File: config.mk
export PLATFORM = sky130hd
export DESIGN_NAME = b10_b8_decoder
export DESIGN_NICKNAME = d
export VERILOG_FILES = /design/src/rtl/b10_b8_decoder.sv
export SDC_FILE = /design/constraint.sdc
export NUM_CORES = 1
export LEC_CHECK = 0
export BUFFER_PORTS_ARGS = -buffer_cell sky130_fd_sc_hd__buf_2
export CELL_PAD_IN_SITES_DETAIL_PLACEMENT = 0
export CELL_PAD_IN_SITES_GLOBAL_PLACEMENT = 1
export CORE_ASPECT_RATIO = 2
export CORE_MARGIN = 3
export CORE_UTILIZATION = 40
export DETAILED_ROUTE_END_ITERATION = 7
export GPL_TIMING_DRIVEN = 0
export PLACE_DENSITY = 0.87
export SYNTH_ARGS = -nofsm -noshare
export SYNTH_HDL_FRONTEND = slang
export SYNTH_SLANG_ARGS = --single-unit
File: constraint.sdc
create_clock -name clk -period 12.25 [get_ports clk]
set_input_delay 1.8375 -clock clk [delete_from_list [all_inputs] [get_ports clk]]
set_output_delay 1.8375 -clock clk [all_outputs]
set_load 0.03 [all_outputs]
File: src/rtl/b10_b8_decoder.sv
// 8b/10b data-character decoder with independent running disparity per sub-block.
// The 6b (abcdei) and 4b (fghj) sub-blocks are looked up separately, each checked
// against its own running disparity, and the results are registered (1-cycle latency).
// Words flagged with a code or disparity error are counted in a saturating counter.
//
// Handshake: in_valid qualifies in_b10_d for one cycle. There is no back-pressure,
// so a word is taken on every edge where in_valid=1. out_valid rises after that
// edge for exactly one cycle per accepted word.
module b10_b8_decoder #(
   parameter int CNT_W = 8
) (
   input  logic             clk,
   input  logic             rst,
   input  logic             in_valid,
   input  logic [10:1]      in_b10_d,
   input  logic             clr_cnt,
   output logic             out_valid,
   output logic [8:1]       out_b8_q,
   output logic             code_err,
   output logic             disp_err,
   output logic [2:1]       rd_q,
   output logic [CNT_W-1:0] err_cnt
);

   logic [5:0] sb6;
   logic [3:0] sb4;

   logic       ok6, ok4;
   logic [4:0] val6;
   logic [2:0] val4;
   logic       de6, de4;
   logic       rd6_n, rd4_n;

   logic             valid_q, valid_d;
   logic [8:1]       byte_q, byte_d;
   logic             code_err_q, code_err_d;
   logic             disp_err_q, disp_err_d;
   logic             rd6_q, rd6_d;
   logic             rd4_q, rd4_d;
   logic [CNT_W-1:0] cnt_q, cnt_d;

   assign sb6 = in_b10_d[10:5];
   assign sb4 = in_b10_d[4:1];

   // 5b/6b lookup: both disparity forms of each data code map to the same 5-bit value.
   always_comb begin
      ok6  = 1'b1;
      val6 = 5'd0;
      case (sb6)
         6'b100111, 6'b011000: val6 = 5'd0;
         6'b011101, 6'b100010: val6 = 5'd1;
         6'b101101, 6'b010010: val6 = 5'd2;
         6'b110001:            val6 = 5'd3;
         6'b110101, 6'b001010: val6 = 5'd4;
         6'b101001:            val6 = 5'd5;
         6'b011001:            val6 = 5'd6;
         6'b111000, 6'b000111: val6 = 5'd7;
         6'b111001, 6'b000110: val6 = 5'd8;
         6'b100101:            val6 = 5'd9;
         6'b010101:            val6 = 5'd10;
         6'b110100:            val6 = 5'd11;
         6'b001101:            val6 = 5'd12;
         6'b101100:            val6 = 5'd13;
         6'b011100:            val6 = 5'd14;
         6'b010111, 6'b101000: val6 = 5'd15;
         6'b011011, 6'b100100: val6 = 5'd16;
         6'b100011:            val6 = 5'd17;
         6'b010011:            val6 = 5'd18;
         6'b110010:            val6 = 5'd19;
         6'b001011:            val6 = 5'd20;
         6'b101010:            val6 = 5'd21;
         6'b011010:            val6 = 5'd22;
         6'b111010, 6'b000101: val6 = 5'd23;
         6'b110011, 6'b001100: val6 = 5'd24;
         6'b100110:            val6 = 5'd25;
         6'b010110:            val6 = 5'd26;
         6'b110110, 6'b001001: val6 = 5'd27;
         6'b001110:            val6 = 5'd28;
         6'b101110, 6'b010001: val6 = 5'd29;
         6'b011110, 6'b100001: val6 = 5'd30;
         6'b101011, 6'b010100: val6 = 5'd31;
         default:              ok6  = 1'b0;
      endcase
   end

   // 3b/4b lookup: D.x.7 accepts both the primary and the alternate encodings.
   always_comb begin
      ok4  = 1'b1;
      val4 = 3'd0;
      case (sb4)
         4'b1011, 4'b0100:                   val4 = 3'd0;
         4'b1001:                            val4 = 3'd1;
         4'b0101:                            val4 = 3'd2;
         4'b1100, 4'b0011:                   val4 = 3'd3;
         4'b1101, 4'b0010:                   val4 = 3'd4;
         4'b1010:                            val4 = 3'd5;
         4'b0110:                            val4 = 3'd6;
         4'b1110, 4'b0001, 4'b0111, 4'b1000: val4 = 3'd7;
         default:                            ok4  = 1'b0;
      endcase
   end

   // 6b disparity check; the balanced restricted pair 111000/000111 must match the RD.
   always_comb begin
      rd6_n = rd6_q;
      de6   = 1'b0;
      if (ok6) begin
         if ($countones(sb6) == 4) begin
            de6   = rd6_q;
            rd6_n = 1'b1;
         end else if ($countones(sb6) == 2) begin
            de6   = !rd6_q;
            rd6_n = 1'b0;
         end else if (sb6 == 6'b111000) begin
            de6 = rd6_q;
         end else if (sb6 == 6'b000111) begin
            de6 = !rd6_q;
         end
      end
   end

   // 4b disparity check; the balanced restricted pair 1100/0011 must match the RD.
   always_comb begin
      rd4_n = rd4_q;
      de4   = 1'b0;
      if (ok4) begin
         if ($countones(sb4) == 3) begin
            de4   = rd4_q;
            rd4_n = 1'b1;
         end else if ($countones(sb4) == 1) begin
            de4   = !rd4_q;
            rd4_n = 1'b0;
         end else if (sb4 == 4'b1100) begin
            de4 = rd4_q;
         end else if (sb4 == 4'b0011) begin
            de4 = !rd4_q;
         end
      end
   end

   // Next-state: idle cycles clear the flags but hold data, RD and the counter.
   always_comb begin
      valid_d    = in_valid;
      byte_d     = byte_q;
      code_err_d = 1'b0;
      disp_err_d = 1'b0;
      rd6_d      = rd6_q;
      rd4_d      = rd4_q;
      cnt_d      = cnt_q;
      if (in_valid) begin
         byte_d     = {(ok4 ? val4 : 3'd0), (ok6 ? val6 : 5'd0)};
         code_err_d = !ok6 || !ok4;
         disp_err_d = de6 || de4;
         rd6_d      = rd6_n;
         rd4_d      = rd4_n;
         if ((code_err_d || disp_err_d) && (cnt_q != {CNT_W{1'b1}})) begin
            cnt_d = cnt_q + {{(CNT_W-1){1'b0}}, 1'b1};
         end
      end
      if (clr_cnt) begin
         cnt_d = '0;
      end
   end

   // Output and state registers; reset wins over everything, including a word in flight.
   always_ff @(posedge clk) begin
      if (rst) begin
         valid_q    <= 1'b0;
         byte_q     <= '0;
         code_err_q <= 1'b0;
         disp_err_q <= 1'b0;
         rd6_q      <= 1'b0;
         rd4_q      <= 1'b0;
         cnt_q      <= '0;
      end else begin
         valid_q    <= valid_d;
         byte_q     <= byte_d;
         code_err_q <= code_err_d;
         disp_err_q <= disp_err_d;
         rd6_q      <= rd6_d;
         rd4_q      <= rd4_d;
         cnt_q      <= cnt_d;
      end
   end

   assign out_valid = valid_q;
   assign out_b8_q  = byte_q;
   assign code_err  = code_err_q;
   assign disp_err  = disp_err_q;
   assign rd_q      = {rd6_q, rd4_q};
   assign err_cnt   = cnt_q;

endmodule

==> results.yml <==
global_route:
  grt_busiest_layer: "met2"
  grtUsageTotal_pct: 18.8
  grt_pass1_vias: 2005
  grt_max_degree: 12
  grtUsageMet3_pct: 1.81
  gr-total-overflow: 0
  use_met2_pct: 36.7
  use_met1_pct: 18.0
  grt_pass1_wl_microns: 9230
  antenna_found_initial: 0
synth:
  syn_avg_cell_area_sq_um: 7.73
  postSynthCellCount: 263
  synth_nets: 293
  seq_area_frac_synth_pct: 20.7
  synth-async-reset-ratio_pct: 0
  synth_xor_area_share_pct: 0.431
  synth_mux_area_share_pct: 3.88
  synth_compound_area_share_pct: 23.7
  synth-edff-count: 0
  ys_types: 56
  synth.cell_area_sq_um: 2030
  synth_top_family_by_area: "simple AND/OR/NAND/NOR gates"
  yosys_warnings: 0
  synth_ff_type: "dfxtp_1"
  synthAdderAreaFrac_pct: 11.3
  ys_ff_latch: 21
  yosys.area_share.simple_pct: 31.2
die:
  die_y_microns: 107
  coreArea_sq_um: 4910
  die_x_microns: 56.4
  rows: 36
  io_pins: 35
  design.die.area_sq_um: 6030
  start_util_pct: 41.4
drt:
  first_pass_iters: 4
  drc: 0
  final_antenna_net_count: 0
  initialDrtViolationCount: 96
  wl_per_cell_microns: 15.8
  vias_per_cell: 5.88
  vias: 2094
  wl_microns: 5640
timing:
  setup_viol_count_final: 0
  fmax_mhz: 174
  fin_tns_setup_ns: 0
  slew_headroom_pct: 63.1
  worstMarginPinSlew_ns: 0.547
  skew_ns: 0.00389
  final.min_clock_period_ns: 5.74
  hold_viol: 0
  worst_hold_slack_ns: 0.483
  finalCritPeriodShare_pct: 46.9
  rsz0062_at_grt: "false"
  finalMaxSlewViolations: 0
pwr:
  irDropWorstVdd_v: 0.0000660
  finalPower_uw: 204
  power.density_nw_per_um2: 88.3
  leakagePower_uw: 0.000999
placement:
  placed_cells: 352
  place.gp.congestion: 0.982
  place_hpwl_microns: 4570
  port_buffers: 32
setup_path:
  cp_max_fo: 10
  r2r_setup_slack_ns: 10.03
  worst_setup_path_end_kind: "flop"
  cp.arrival_ns: 5.93
  startpoint_type: "input pin"
  criticalPathCategory: "input pin to flop"
  cp.required_ns: 12.44
cts:
  cts_made_buffers: 3
  path_clk_slew_ns: 0.08
  post_cts_resized: 0
  htree_levels: 1
  postCtsHoldBufs: 0
  clkSinkCount: 21
  root_buffer: "clkbuf_8"
  post-cts-setup-buffers: 0
  clock_latency_ns: 0.25
  cts_tree: "built"
  ctsLongestPathBuffers: 2
cells_and_area:
  fillers: 536
  final_net_count: 330
  layout-drive-gt1-share_pct: 18.1
  syn_to_final_growth_pct: 13.6
  diodes: 0
  final_cell_count_no_fill: 356
status:
  status: "completed"
flow_run:
  cap_violations: 0
worst_hold_path:
  holdCritPathClass: "flop to flop"
## cells in the mapped netlist (7+ instances only)
| cell | instances | area share [%] |
|---|---|---|
| clkbuf_1 | 10 | 1.8 |
| a311oi_1 | 7 | 3.0 |
| o21ai_0 | 12 | 3.0 |
| nand2_1 | 16 | 3.0 |
| dfxtp_1 | 21 | 21 |
| nor2b_1 | 7 | 2.2 |
| a21oi_1 | 16 | 3.9 |
| nor2_1 | 23 | 4.2 |
| ha_1 | 12 | 7.4 |
| inv_1 | 14 | 2.6 |
| o31ai_1 | 8 | 3.0 |
| nand2b_1 | 8 | 2.5 |
## metrics by stage
stage | cell area (sq um) | setup WS (ns) | util [%]
floorplan | 2030 | 6.85 | -
global placement | 2260 | 6.28 | 46.1
detailed placement | 2260 | 6.25 | 46.1
CTS | 2310 | 6.51 | 47.0
global route | 2310 | 6.25 | 47.0
finish | 2310 | 6.51 | 47.0
## routing by layer
metal | vias to the layer above | part of all wire, %
met5 | - | 0
met4 | 0 | 5.0
met3 | 17 | 3.1
met2 | 54 | 55
met1 | 972 | 37
li1 | 1051 | -
## cells in the final DEF (no fill, tap or decap), drive strengths merged, types with 3 or more instances in the layout
cell / synthesis / final
a211oi: 5 / 5
a21oi: 16 / 16
a311oi: 7 / 7
a31oi: 4 / 4
a32o: 3 / 3
a32oi: 3 / 3
and3: 6 / 6
buf: 12 / 44
clkbuf: 10 / 14
dfxtp: 21 / 21
fa: 4 / 4
ha: 12 / 12
inv: 15 / 15
mux2: 4 / 4
mux2i: 3 / 3
nand2: 16 / 16
nand2b: 8 / 8
nand3: 6 / 6
nand3b: 5 / 5
nand4: 5 / 5
nor2: 23 / 23
nor2b: 7 / 7
nor3: 5 / 5
nor3b: 3 / 3
nor4: 4 / 4
o21ai: 12 / 12
o22ai: 3 / 3
o31ai: 8 / 8
or4: 6 / 6
## cell families (layout without fill, tap and decap cells)
group / Yosys count / count (layout)
AO/OA/AOI/OAI: 71 / 71
flip-flops: 21 / 21
adder cells (fa/ha/maj): 16 / 16
AND/OR/NAND/NOR: 110 / 110
XOR/XNOR: 1 / 1
multiplexers: 7 / 7
buffers and inverters: 37 / 73
## power by group
group	switching [uW]	internal, uW	total [uW]
Sequential	2.94	72.2	75.2
Combinational	50.7	32.4	83.1
Clock	22.4	23.1	45.5
Total	76.1	128	204
## worst max-delay path: stages
cell	delay [ns]
buf_2	0.08
buf_2	0.21
buf_2	0.24
inv_1	0.15
fa_1	0.46
fa_1	0.49
inv_1	0.04
ha_1	0.18
fa_1	0.57
nor4b_1	0.29
a211oi_1	0.08
a21oi_1	0.27
nor3b_1	0.11
o31a_1	0.16
buf_6	0.15
or4_1	0.46
a21oi_1	0.14
## flip-flops by register name, indices dropped and copies added (netlist names)
| register | cells |
|---|---|
| err_cnt | 8 |
| out_b8_q | 8 |
| code_err | 1 |
| disp_err | 1 |
| out_valid | 1 |
| rd4_q | 1 |
| rd6_q | 1 |
## worst paths after layout
kind                                  from                       end  depth (start not counted)
setup reg to reg        rd6_q$_SDFFE_PP0P_   err_cnt[7]$_SDFFE_PP0P_                          8
hold reg to reg   out_b8_q[1]$_SDFFE_PP0P_  out_b8_q[1]$_SDFFE_PP0P_                          2
hold / removal    out_b8_q[1]$_SDFFE_PP0P_  out_b8_q[1]$_SDFFE_PP0P_                          2
setup / recovery               in_b10_d[8]   err_cnt[7]$_SDFFE_PP0P_                         17
## cell type report
type	instances	area [sq um]	area share, %
Multi-Input combinational cell	205	1430	62.1
Sequential cell	21	420	18.2
Timing Repair Buffer	32	160	6.93
Buffer	22	123	5.31
Tap cell	57	71.3	3.09
Inverter	15	56.3	2.44
Clock buffer	4	45.0	1.95
Note: power is estimated with default switching activity, not from simulation.
